### src/rtl/serial_compare_ctrl_if.sv
// serial_compare_ctrl_if: start/done handshake plus the port pair to the shared 2-bit comparator slice.
interface serial_compare_ctrl_if #(parameter int WIDTH = 8);
    logic             start;
    logic [WIDTH-1:0] a;
    logic [WIDTH-1:0] b;
    logic [1:0]       cmp_a;
    logic [1:0]       cmp_b;
    logic [2:0]       cmp_c;
    logic             busy;
    logic             done;
    logic [2:0]       result;
    logic             err;
    modport master (output start, a, b, cmp_c, input cmp_a, cmp_b, busy, done, result, err);
    modport slave  (input start, a, b, cmp_c, output cmp_a, cmp_b, busy, done, result, err);
endinterface

### src/rtl/serial_compare_ctrl.sv
// serial_compare_ctrl: MSB-first serial magnitude compare through one external 2-bit comparator slice.
// Optional SERIAL_CMP_EARLY_EXIT_EN: leave CMP on the first non-equal pair instead of scanning all pairs.
module serial_compare_ctrl #(parameter int WIDTH = 8) (
    input logic clk,
    input logic rst,
    serial_compare_ctrl_if.slave bus
);
    localparam int N  = WIDTH / 2;
    localparam int IW = (N > 1) ? $clog2(N) : 1;
    typedef enum logic [1:0] {IDLE, CMP, DONE} state_t;
    state_t           state;
    logic [WIDTH-1:0] a_reg, b_reg;
    logic [IW-1:0]    idx;
    logic [2:0]       dec, dec_n;
    logic             err_acc, err_n, one_hot, hit, last, accept;
    always_comb begin
        one_hot = (bus.cmp_c == 3'b100) || (bus.cmp_c == 3'b010) || (bus.cmp_c == 3'b001);
        hit     = one_hot && (bus.cmp_c != 3'b001) && (dec == 3'b000);
        dec_n   = hit ? bus.cmp_c : dec;
        err_n   = err_acc | ~one_hot;
`ifdef SERIAL_CMP_EARLY_EXIT_EN
        last    = (idx == '0) || hit;
`else
        last    = (idx == '0);
`endif
        accept  = bus.start && (state == IDLE || state == DONE);
        bus.cmp_a = (state == CMP) ? a_reg[{idx, 1'b0} +: 2] : 2'b00;
        bus.cmp_b = (state == CMP) ? b_reg[{idx, 1'b0} +: 2] : 2'b00;
    end
    always_ff @(posedge clk) begin
        if (rst) begin
            state      <= IDLE;
            a_reg      <= '0;
            b_reg      <= '0;
            idx        <= '0;
            dec        <= 3'b000;
            err_acc    <= 1'b0;
            bus.busy   <= 1'b0;
            bus.done   <= 1'b0;
            bus.result <= 3'b000;
            bus.err    <= 1'b0;
        end else begin
            bus.done <= 1'b0;
            if (accept) begin
                state      <= CMP;
                a_reg      <= bus.a;
                b_reg      <= bus.b;
                idx        <= IW'(N - 1);
                dec        <= 3'b000;
                err_acc    <= 1'b0;
                bus.busy   <= 1'b1;
                bus.result <= 3'b000;
                bus.err    <= 1'b0;
            end else if (state == CMP) begin
                dec     <= dec_n;
                err_acc <= err_n;
                idx     <= idx - 1'b1;
                if (last) begin
                    // error wins over any decision; no decision at all means every pair was equal
                    state      <= DONE;
                    bus.busy   <= 1'b0;
                    bus.done   <= 1'b1;
                    bus.err    <= err_n;
                    bus.result <= err_n ? 3'b000 : (dec_n != 3'b000) ? dec_n : 3'b001;
                end
            end else if (state == DONE) begin
                state <= IDLE;
            end
        end
    end
endmodule

### src/flat_wrapper.sv
// flat-port wrapper written by rule: the top's interface ports become plain ports
module serial_compare_ctrl_flat 
#(parameter int WIDTH = 8)
  (clk, rst, bus_start, bus_a, bus_b, bus_cmp_c, bus_cmp_a, bus_cmp_b, bus_busy, bus_done, bus_result, bus_err);
  serial_compare_ctrl_if #(.WIDTH(WIDTH)) bus_i ();
  input logic clk;
  input logic rst;
  input wire logic [$bits(bus_i.start)-1:0] bus_start;
  input wire logic [$bits(bus_i.a)-1:0] bus_a;
  input wire logic [$bits(bus_i.b)-1:0] bus_b;
  input wire logic [$bits(bus_i.cmp_c)-1:0] bus_cmp_c;
  output wire logic [$bits(bus_i.cmp_a)-1:0] bus_cmp_a;
  output wire logic [$bits(bus_i.cmp_b)-1:0] bus_cmp_b;
  output wire logic [$bits(bus_i.busy)-1:0] bus_busy;
  output wire logic [$bits(bus_i.done)-1:0] bus_done;
  output wire logic [$bits(bus_i.result)-1:0] bus_result;
  output wire logic [$bits(bus_i.err)-1:0] bus_err;
  assign bus_i.start = bus_start;
  assign bus_i.a = bus_a;
  assign bus_i.b = bus_b;
  assign bus_i.cmp_c = bus_cmp_c;
  assign bus_cmp_a = bus_i.cmp_a;
  assign bus_cmp_b = bus_i.cmp_b;
  assign bus_busy = bus_i.busy;
  assign bus_done = bus_i.done;
  assign bus_result = bus_i.result;
  assign bus_err = bus_i.err;
  serial_compare_ctrl #(.WIDTH(WIDTH)) u_core (.clk(clk), .rst(rst), .bus(bus_i));
endmodule
### config.mk
export PLATFORM = sky130hd
export DESIGN_NAME = serial_compare_ctrl_flat
export DESIGN_NICKNAME = d
export VERILOG_FILES = /design/src/rtl/serial_compare_ctrl_if.sv /design/src/rtl/serial_compare_ctrl.sv /design/src/flat_wrapper.sv
export SDC_FILE = /design/constraint.sdc
export NUM_CORES = 1
export LEC_CHECK = 0
export BUFFER_PORTS_ARGS = -buffer_cell sky130_fd_sc_hd__buf_2
export CAP_MARGIN = 20
export CORE_MARGIN = 2
export CORE_UTILIZATION = 51
export CTS_CLUSTER_SIZE = 14
export DETAILED_ROUTE_END_ITERATION = 6
export PLACE_DENSITY = 0.82
export SYNTH_ARGS = -nofsm -noshare
export SYNTH_HDL_FRONTEND = slang
export SYNTH_SLANG_ARGS = --single-unit
### constraint.sdc
create_clock -name clk -period 1.84 [get_ports clk]
set_input_delay 0.276 -clock clk [delete_from_list [all_inputs] [get_ports clk]]
set_output_delay 0.276 -clock clk [all_outputs]
set_load 0.01 [all_outputs]
### Word-level counts from Yosys, hierarchy flattened

Index checks and enable logic that the tools add are counted.

| word-level totals | value |
|---|---|
| flip-flop bits (word level) | 30 |
| logic and storage cells | 60 |

| cells by class | value |
|---|---|
| mux-type cells | 15 |
| equal/unequal tests | 8 |
| reductions and logical operators | 20 |
| bitwise operators | 3 |
| $add $sub $neg | 1 |
| shifts and indexed selects | 2 |

Operators by type and width:

| kind | count |
|---|---|
| indexed part select 8 x 4 -> 2 bit | 2 |
| 2-to-1 mux 2 bit | 7 |
| 2-to-1 mux 3 bit | 3 |
| AND reduction 2 bit | 4 |
| != test 3 x 1 -> 1 bit, second input constant | 2 |
| nonzero test 2 bit | 3 |
| nonzero test 3 bit | 2 |
| 2-to-1 mux 1 bit | 5 |
| logical NOT 2 bit | 2 |
| == test 3 x 1 -> 1 bit, second input constant | 1 |
| == test 3 x 2 -> 1 bit, second input constant | 1 |
| == test 3 bit, second input constant | 1 |
| logical AND 1 bit | 3 |
| logical NOT 3 bit | 1 |
| logical OR 1 bit | 3 |
| OR reduction 3 bit | 1 |
| == test 2 x 1 -> 1 bit, second input constant | 1 |
| == test 2 bit, second input constant | 1 |
| != test 2 x 1 -> 1 bit, second input constant | 1 |
| inverter 1 bit | 2 |
| OR reduction 2 bit | 1 |
| subtractor 2 x 1 -> 2 bit, second input constant | 1 |
| bitwise OR 1 bit | 1 |

### Logic depth before layout (Yosys ltp)

Gate-level depths: netlist (run 1).

| depth | value |
|---|---|
| depth in word-level cells | 9 |
| mapped depth | 7 |
| gate-level depth less buffers | 6 |

### Worst setup path after synthesis (run 1)

No wires, ideal clock.

| timing | value |
|---|---|
| kind | register -> register |
| from | register u_core.state[0] |
| to | register u_core.a_reg[0] |
| setup slack | 0.253 ns |
| stages on the path, launching flop included | 7 |
| arrival | 1.516 ns |
| cells stage by stage | dfxtp_1 > inv_1 > ha_1 > o21ai_1 > clkbuf_1 > nand2_1 > a21oi_1 |

| between the ends | value |
|---|---|
| cells in the longest elaborated chain, start to end | 3 |
| elaborated cells on any way between the ends | 4 |

Ends and longest elaborated chain:

| item | line | RTL |
|---|---|---|
| from (decl) | serial_compare_ctrl.sv:11 | `state_t state;` |
| from (signal assigned) | serial_compare_ctrl.sv:32 | `state <= IDLE;` |
| from (signal assigned) | serial_compare_ctrl.sv:45 | `state <= CMP;` |
| from (signal assigned) | serial_compare_ctrl.sv:60 | `state <= DONE;` |
| == test 2 bit or logical NOT 2 bit (tied branches) | serial_compare_ctrl.sv:26 | `accept = bus.start && (state == IDLE \|\| state == DONE);` |
| logical OR 1 bit * | serial_compare_ctrl.sv:26 |  |
| logical AND 1 bit * | serial_compare_ctrl.sv:26 |  |
| to (signal assigned) | serial_compare_ctrl.sv:46 | `a_reg <= bus.a;` |
| to (decl) | serial_compare_ctrl.sv:12 | `logic [WIDTH-1:0] a_reg, b_reg;` |

Mark *: on every way between the ends. The rest lies on a longest branch, timed or not.
A chain may end at the register's enable or synchronous reset.

### Worst setup path in the final report (run 1)

| timing | value |
|---|---|
| from | register u_core.idx[0] |
| to | output bus_cmp_a[0] |

| between the ends | value |
|---|---|
| cells in the longest elaborated chain, start to end | 2 |

Ends and longest elaborated chain:

| item | line | RTL |
|---|---|---|
| from (decl) | serial_compare_ctrl.sv:13 | `logic [IW-1:0] idx;` |
| from (signal assigned) | serial_compare_ctrl.sv:48 | `idx <= IW'(N - 1);` |
| from (signal assigned) | serial_compare_ctrl.sv:57 | `idx <= idx - 1'b1;` |
| indexed part select 8 x 4 -> 2 bit | serial_compare_ctrl.sv:27 | `bus.cmp_a = (state == CMP) ? a_reg[{idx, 1'b0} +: 2] : 2'b00;` |
| 2-to-1 mux 2 bit | serial_compare_ctrl.sv:27 |  |
| to (decl) | flat_wrapper.sv:12 | `output wire logic [$bits(bus_i.cmp_a)-1:0] bus_cmp_a;` |

Every way passes these cells.

==> results of run 1 <==
per-layer routing:
layer	track usage	up-vias	routed length (µm)
met2	0.347	42	1280
met1	0.199	500	1060
met4	0.108	0	31
met3	0.0917	4	166
met5	0	-	0
li1	-	580	-
cell type report:
cell class,instances,area (µm²)
fill,227,875
multi-input combinational,108,632
timing repair buffer,35,198
tap,30,37.5
clock buffer,7,55.1
clock inverter,1,5.00
inverter,7,26.3
sequential,30,604
worst reg2reg max path, delay by kind of cell (launching register included):
family	cells	cell delay, ns
DFF	1	0.39
AOI/OAI and AO/OA	1	0.17
and+or+nand+nor	2	0.67
buffers and inverters	1	0.09
adders and majority gates	1	0.17
synthesized netlist by cell type (all sizes together):
master  number  area (µm²)
a2111o       1        11.3
a21oi       30         150
and2         4        25.0
buf          1        5.00
clkbuf       7        26.3
dfxtp       30         601
ha           5        62.6
inv          7        26.3
mux4         4        90.1
nand2       37         139
nand2b       2        12.5
nor2         9        33.8
nor3         4        20.0
nor3b        1        7.51
nor4         1        6.26
o21a         1        7.51
o21ai        4        20.0
or4          2        15.0
xnor2        2        17.5
xor2         1        8.76
final timing paths:
| check | start | to | slack, ns | cells past startpoint |
|---|---|---|---|---|
| max reg2reg | u_core.idx[1] | u_core.bus.result[2] | 0.28 | 5 |
| min | bus_a[3] | u_core.a_reg[3] | 0.18 | 3 |
| max | u_core.idx[0] | bus_cmp_a[0] | 0.06 | 3 |
| min reg2reg | u_core.bus.result[0] | u_core.bus.result[0] | 0.45 | 2 |
cells in the final DEF (no fill, tap or decap), types with 3 or more instances in the layout:
cell type   n
nor3_1      4
buf_2      29
a21oi_1    30
clkbuf_4    5
buf_4       4
ha_1        5
nand2_1    37
nor2_1      9
inv_1       7
o21ai_0     3
dfxtp_1    29
mux4_2      4
cells by family (layout without fill, tap and decap cells):
group,count (synthesis),in the layout,synth area share
flip-flops,30,30,0.467
XOR/XNOR,3,3,0.0205
multiplexers,4,4,0.0701
adder cells (fa/ha/maj),5,5,0.0487
buffers and inverters,15,50,0.0448
AO/OA/AOI/OAI,36,36,0.147
AND/OR/NAND/NOR,60,60,0.202
power groups by stage:
stage               registers [mW]  logic (mW)  clock network, mW
global route                 0.755       0.330              0.440
finish                       0.747       0.288              0.393
CTS                          0.747       0.286              0.407
global placement             0.756       0.274                  0
floorplan                    0.741       0.211                  0
detailed placement           0.760       0.285                  0
what timing repair did:
| action | CTS | global route |
|---|---|---|
| hold endpoints to repair | 0 | 0 |
| setup endpoints to repair | 4 | 4 |
| pin swaps | 0 | 4 |
| resized for setup | 2 | 4 |
per-stage QoR:
step	instances	hold WS, ns	cell area [µm²]	power [mW]
2_1_floorplan	153	0.412	1280	0.952
3_3_place_gp	210	0.436	1480	1.03
3_5_place_dp	210	0.445	1480	1.05
4_1_cts	218	0.167	1540	1.44
5_1_grt	218	0.174	1560	1.53
6_report	218	0.177	1560	1.43
==> impl_metrics.csv, run 1 <==
group,metric,value,unit
run_status,status,"complete, no violations",
sta,finalWorstSetupSlack,0.0608,ns
pwr,power_frac_comb,0.202,
final_layout,nets,214,
global_routing,grt_max_degree,21,
clock_network,cts.sink_count,30,
place,dp_hpwl,1930,µm
floorplanning,fp-row-count,18,
global_routing,globalRoute.totalOverflow,0,
clock_network,tritoncts_clock_tree,"built",
yosys,net_count_of_the_mapped_netlist,180,
sta,drv_slew,0,
sta,report.final.setup_viol,0,
floorplanning,die_w,54.2,µm
sta,final.setup.tns,0,ns
yosys,synth_seq_area_share,0.467,
job,maxcap_violations,0,
final_layout,post_route_cells_drive_above_1_share,0.261,
clock_network,post_cts_hold_buffer_count,0,
sta,final_hold_vio_count,0,
routing,ant_nets,0,
sta,fin_skew,0.0103,ns
place,buffer_ports.inserted,31,
yosys,count_of_distinct_cell_types_in_the_synthesized_netlist,21,
yosys,synth_cells,153,
clock_network,post-cts-setup-buffer-count,0,
sta,unrepaired_setup_endpoints_after_global_routing,"true",
routing,routed-via-count,1126,
pwr,power_switching,0.404,mW
floorplanning,start_util,0.528,
yosys,ys_warn_count,0,
critical_path,critical_path_class,"flip-flop to primary output",
critical_path,cp_num_buf_inv,1,
place,gpl.final_weighted_congestion,0.766,
global_routing,first_global_vias,1035,
pwr,power.clock.fraction,0.275,
critical_path,cp_cell_sequence,"mux4_2 -> and2_1 -> buf_2",
routing,route.final.wire_length,2540,µm
final_layout,finish.utilization,0.640,
routing,drt_pass_1_iters,4,
global_routing,grt_antenna_before_repair,0,
clock_network,clock_tree_root_driver_cell,"clkbuf_4",
routing,wl_per_cell,11.6,µm
pwr,irDropWorstVdd,0.631,mV
critical_path,worst-endpoint-required,1.56,ns
sta,tightest_slew,0.584,ns
yosys,ys_seq_elements,30,
pwr,cellInternalPower,1.02,mW
sta,final_min_period_over_clock_period,0.967,
worst_hold_path,worst_hold_path_type,"primary input to flip-flop",
yosys,synthesis.area,1280,µm²
global_routing,grt.total_usage,0.201,
floorplanning,design.core.area,2430,µm²
routing,drt-initial-drc-count,12,
yosys,synthesis.area_per_instance,8.40,µm²
critical_path,worst-path-max-fanout,6,
floorplanning,die_height,54.2,µm
critical_path,timing.critical_path.to_type,"primary output",
pwr,pwr_density_cell,917,nW/µm²
sta,timing.slew.headroom,0.611,
clock_network,cts_htree_levels,2,
routing,drc_errors,0,
clock_network,maximum_buffer_depth_of_the_clock_tree,2,
floorplanning,io_pins,32,
clock_network,clkSlewWorstSetupHoldPaths,0.10,ns
place,pre_cts_slack,0.184,ns
clock_network,tritoncts.num_buffers,5,
final_layout,syn2layout_area_growth,21.2,%
sta,timing.final.crit_period,1.78,ns
critical_path,worst_path_largest_cell_delay,0.49,ns
clock_network,clk_latency_worst_skew_pair,0.32,ns
global_routing,first_pass_grt_wire_length,4080,µm
pwr,p_seq_frac,0.523,
final_layout,antenna_cells,0,
pwr,p_leak,0.649,nW
critical_path,crit_arrival,1.50,ns
routing,viasPerCell,5.17,
critical_path,start_kind,"flip-flop",
pwr,power.switching_fraction,0.283,
floorplanning,floorplan.die_area,2940,µm²
sta,maxClockFrequency,0.562,GHz
critical_path,crit_path_top_delay_cell,"mux4_2",
critical_path,cp_top_family,"multiplexers",
Note: power is estimated with default switching activity, not from simulation.
==> run 2: changes to the inputs <==
CORE_MARGIN = 8   (was 2)
CORE_UTILIZATION = 54   (was 51)
CTS_BUF_LIST = sky130_fd_sc_hd__clkbuf_8   (was default)
CTS_CLUSTER_DIAMETER = 60   (was default)
PLACE_DENSITY = 0.86   (was 0.82)
==> impl_metrics.csv, run 2 (same netlist as run 1, synthesis figures left out) <==
group,metric,value,unit
clock_network,cts.sink_count,30,
pwr,p_leak,0.648,nW
sta,final_hold_vio_count,0,
critical_path,worst-endpoint-required,1.56,ns
pwr,pwr_density_cell,992,nW/µm²
place,placedCellCount,207,
routing,drt_pass_1_iters,4,
pwr,irDropWorstVdd,0.867,mV
final_layout,nets,213,
sta,fin_skew,0.00200,ns
job,maxcap_violations,0,
critical_path,start_kind,"flip-flop",
clock_network,tritoncts.num_buffers,5,
final_layout,finished_cell_area,1550,µm²
critical_path,rr_startpoint,"u_core.idx[1]",
sta,final.setup.tns,0,ns
floorplanning,die_w,64.8,µm
routing,drc_errors,0,
clock_network,clkSlewWorstSetupHoldPaths,0.06,ns
pwr,design_power_total,1.54,mW
place,pre_cts_slack,0.203,ns
critical_path,r2r_setup_slack,0.27,ns
sta,final_min_period_over_clock_period,0.952,
run_status,status,"complete, no violations",
worst_hold_path,worst_hold_path_type,"primary input to flip-flop",
place,buffer_ports.inserted,31,
routing,routed-via-count,1118,
sta,final.hold.worst_slack,0.231,ns
sta,tightest_slew,0.583,ns
critical_path,cp_num_buf_inv,1,
final_layout,post_route_cells_drive_above_1_share,0.243,
final_layout,multiInputGateArea,627,µm²
floorplanning,design.core.area,2230,µm²
place,gpl.final_weighted_congestion,0.779,
clock_network,cts_htree_levels,2,
floorplanning,io_pins,32,
floorplanning,start_util,0.575,
global_routing,first_pass_grt_wire_length,4800,µm
floorplanning,floorplan.die_area,4200,µm²
final_layout,final_cell_mix,"nand2_1 (37), buf_2 (31), a21oi_1 (30), dfxtp_1 (29), nor2_1 (9)",
sta,unrepaired_setup_endpoints_after_global_routing,"false",
worst_hold_path,timing.hold.worst_endpoint,"u_core.b_reg[0]",
critical_path,worstReg2RegEnd,"u_core.bus.result[1]",
worst_hold_path,timing.hold.worst.start,"bus_b[0]",
critical_path,crit_path_top_delay_cell,"mux4_2",
sta,timing.slew.headroom,0.611,
critical_path,timing.critical_path.to_type,"primary output",
routing,ant_nets,0,
sta,maxClockFrequency,0.571,GHz
routing,wl_per_cell,13.5,µm
final_layout,fillerInstances,199,
floorplanning,fp-row-count,17,
routing,viasPerCell,5.25,
place,post_dp_area,1470,µm²
critical_path,worst_path_largest_cell_delay,0.49,ns
final_layout,ff_latch_area,604,µm²
critical_path,crit_arrival,1.48,ns
critical_path,cp_top_family,"multiplexers",
critical_path,critical_path_class,"flip-flop to primary output",
critical_path,cp_cell_sequence,"mux4_2 -> and2_1 -> buf_2",
sta,report.final.setup_viol,0,
sta,drv_slew,0,
worst_hold_path,hold_depth,3,
final_layout,antenna_cells,0,
global_routing,globalRoute.totalOverflow,0,
global_routing,grt_max_degree,22,
floorplanning,die_height,64.8,µm
clock_network,maximum_buffer_depth_of_the_clock_tree,2,
final_layout,syn2layout_area_growth,20.8,%
global_routing,first_global_vias,1144,
routing,route.final.wire_length,2870,µm
critical_path,worst-path-max-fanout,6,
final_layout,layout_commonest_cell,"nand2_1",
global_routing,grt_antenna_before_repair,0,
clock_network,tritoncts_clock_tree,"built",
critical_path,total_stage_count_of_the_critical_path,3,
global_routing,grt.total_usage,0.146,
clock_network,clock_tree_root_driver_cell,"clkbuf_8",
critical_path,worstRegToRegCells,5,
sta,timing.final.crit_period,1.75,ns
clock_network,post-cts-setup-buffer-count,0,
clock_network,clk_latency_worst_skew_pair,0.28,ns
sta,finalWorstSetupSlack,0.0876,ns
final_layout,finish.utilization,0.695,
place,dp_hpwl,2130,µm
final_layout,instances_no_fill,213,
routing,drt-initial-drc-count,50,
clock_network,post_cts_hold_buffer_count,0,
==> run 2: cell types whose count changed in the layout (fill, tap and decap cells not counted), sizes merged <==
cell / before / now
clkinv: 1 / 0
clkbuf: 7 / 6
buf: 35 / 34
==> run 2: how the worst max path moves through the flow <==
stage / start / endpoint
2_1_floorplan: u_core.state[0] / u_core.a_reg[0]
3_3_place_gp: u_core.idx[0] / bus_cmp_b[1]
3_5_place_dp: u_core.idx[0] / bus_cmp_a[1]
4_1_cts: u_core.idx[0] / bus_cmp_a[1]
5_1_grt: u_core.idx[0] / bus_cmp_a[1]
6_report: u_core.idx[0] / bus_cmp_a[1]
==> run 2: what timing repair did <==
| item | CTS | global route |
|---|---|---|
| resized for setup | 1 | 1 |
| pin swaps | 0 | 0 |
| hold endpoints to repair | 0 | 0 |
| setup endpoints to repair | 4 | 4 |
==> run 2: layer usage <==
metal	track usage	wire, µm	up-vias
met4	0.0545	41	0
met1	0.141	1190	509
met5	0	0	-
li1	-	-	575
met3	0.0739	197	6
met2	0.261	1440	28
==> run 2: report_power, final <==
group          total, mW  internal (mW)  switching [mW]
logic              0.283          0.130           0.152
clock network      0.510          0.287           0.223
registers          0.747          0.704          0.0433
==> run 2: worst reg2reg max path, cell delays in order, from the launching register on <==
cell	delay, ns
dfxtp_1	0.37
inv_1	0.08
ha_1	0.17
nand2_1	0.17
or4_1	0.53
a21oi_1	0.16
==> run 2: layout make-up <==
| class | count | area share |
|---|---|---|
| inverters | 7 | 0.0169 |
| flip-flops and latches | 30 | 0.389 |
| clock buffers | 6 | 0.0532 |
| well taps | 28 | 0.0226 |
| multi-input cells | 108 | 0.404 |
| repair buffers | 34 | 0.114 |
==> run 3: changes to the inputs <==
--- a/config.mk
+++ b/config.mk
@@ -10,3 +10,3 @@
 export CORE_MARGIN = 8
-export CORE_UTILIZATION = 54
+export CORE_UTILIZATION = 30
 export CTS_BUF_LIST = sky130_fd_sc_hd__clkbuf_8
@@ -15,3 +15,3 @@
 export DETAILED_ROUTE_END_ITERATION = 6
-export PLACE_DENSITY = 0.86
+export PLACE_DENSITY = 0.55
 export SYNTH_ARGS = -nofsm -noshare
--- a/constraint.sdc
+++ b/constraint.sdc
@@ -3,2 +3,2 @@
 set_output_delay 0.276 -clock clk [all_outputs]
-set_load 0.01 [all_outputs]
+set_load 0.1 [all_outputs]
==> impl_metrics.csv, run 3 (same netlist as run 1, synthesis figures left out) <==
group,metric,value,unit
run_status,status,"complete, no violations",
final_layout,nets,216,
floorplanning,design.core.area,4230,µm²
routing,drt-initial-drc-count,44,
pwr,irDropWorstVdd,0.433,mV
floorplanning,fp-row-count,24,
sta,tightest_slew,0.662,ns
final_layout,fillerInstances,456,
global_routing,first_global_vias,1186,
routing,drc_errors,0,
clock_network,post_cts_hold_buffer_count,0,
global_routing,first_pass_grt_wire_length,5330,µm
place,dp_hpwl,2260,µm
clock_network,cts.sink_count,30,
critical_path,timing.critical_path.to_type,"primary output",
critical_path,critical_path_class,"flip-flop to primary output",
job,maxcap_violations,0,
floorplanning,start_util,0.303,
pwr,design_power_total,1.68,mW
place,post_dp_area,1520,µm²
routing,routed-via-count,1130,
global_routing,globalRoute.totalOverflow,0,
routing,route.final.wire_length,3190,µm
critical_path,crit_arrival,1.52,ns
clock_network,cts_htree_levels,2,
clock_network,clock_tree_root_driver_cell,"clkbuf_8",
final_layout,syn2layout_area_growth,31.1,%
critical_path,start_kind,"flip-flop",
floorplanning,die_height,81.4,µm
clock_network,post-cts-setup-buffer-count,0,
global_routing,grt_antenna_before_repair,0,
final_layout,post_route_cells_drive_above_1_share,0.279,
sta,drv_slew,0,
floorplanning,floorplan.die_area,6630,µm²
place,gpl.final_weighted_congestion,0.688,
global_routing,grt.total_usage,0.105,
routing,drt_pass_1_iters,4,
clock_network,tritoncts.num_buffers,5,
place,buffer_ports.inserted,31,
pwr,pwr_density_cell,999,nW/µm²
pwr,p_leak,0.688,nW
sta,unrepaired_setup_endpoints_after_global_routing,"true",
final_layout,layout_commonest_cell,"nand2_1",
sta,fin_skew,0.00426,ns
final_layout,finished_cell_area,1680,µm²
critical_path,worst-endpoint-required,1.56,ns
clock_network,maximum_buffer_depth_of_the_clock_tree,2,
clock_network,tritoncts_clock_tree,"built",
worst_hold_path,worst_hold_path_type,"primary input to flip-flop",
final_layout,antenna_cells,0,
routing,viasPerCell,4.67,
global_routing,grt_max_degree,21,
floorplanning,die_w,81.4,µm
final_layout,ff_latch_area,604,µm²
critical_path,worst-path-max-fanout,6,
clock_network,clkSlewWorstSetupHoldPaths,0.06,ns
sta,timing.final.crit_period,1.80,ns
sta,timing.slew.headroom,0.559,
final_layout,final_cell_mix,"nand2_1 (37), a21oi_1 (30), dfxtp_1 (29), buf_2 (27), nor2_1 (9)",
floorplanning,io_pins,32,
routing,ant_nets,0,
sta,report.final.setup_viol,0,
sta,maxClockFrequency,0.555,GHz
final_layout,multiInputGateArea,637,µm²
clock_network,clk_latency_worst_skew_pair,0.28,ns
sta,final_min_period_over_clock_period,0.979,
routing,wl_per_cell,13.2,µm
sta,final_hold_vio_count,0,
## run 3: worst max-delay path, stage by stage, from the launching register on
cell and delay, ns:
dfxtp_4 0.41, mux4_2 0.52, and2_4 0.16, buf_12 0.16
## run 3: timing repair
item,CTS,global route
resized for setup,22,0
pin swaps,0,4
setup endpoints to repair,4,4
## run 3: final timing paths
check | startpoint | end | slack, ns | cells past startpoint
max | u_core.idx[0] | bus_cmp_a[1] | 0.04 | 3
min | bus_b[2] | u_core.b_reg[2] | 0.23 | 3
max reg2reg | u_core.state[0] | u_core.b_reg[0] | 0.31 | 5
min reg2reg | u_core.bus.result[2] | u_core.bus.result[2] | 0.45 | 2
## run 3: layout make-up
| cell class | instances | area share |
|---|---|---|
| tap | 52 | 0.0386 |
| multi-input combinational | 108 | 0.378 |
| sequential | 30 | 0.359 |
| inverter | 7 | 0.0156 |
| clock buffer | 6 | 0.0490 |
| clock inverter | 2 | 0.00520 |
| timing repair buffer | 37 | 0.155 |
## run 3: layer usage
metal / GRT usage / part of all wire / up-vias
li1: - / - / 583
met1: 0.119 / 0.46 / 516
met2: 0.169 / 0.47 / 29
met3: 0.0547 / 0.074 / 2
met4: 0.0321 / 0.0038 / 0
met5: 0 / 0 / -
## run 3: per-stage QoR
stage               setup TNS, ns  worst slack [ns]   util  instances  hold slack (ns)
floorplan                       0             0.224      -        153            0.412
global placement                0            0.0414  0.360        234            0.439
detailed placement              0            0.0112  0.360        234            0.441
CTS                             0           0.00898  0.398        242            0.223
global route              -0.0195           -0.0117  0.398        242            0.224
finish                          0            0.0393  0.398        242            0.230
## run 3: power breakdown
group	total, mW	switching, mW	internal [mW]
sequential	0.750	0.0461	0.704
clock	0.535	0.239	0.296
combinational	0.398	0.239	0.158
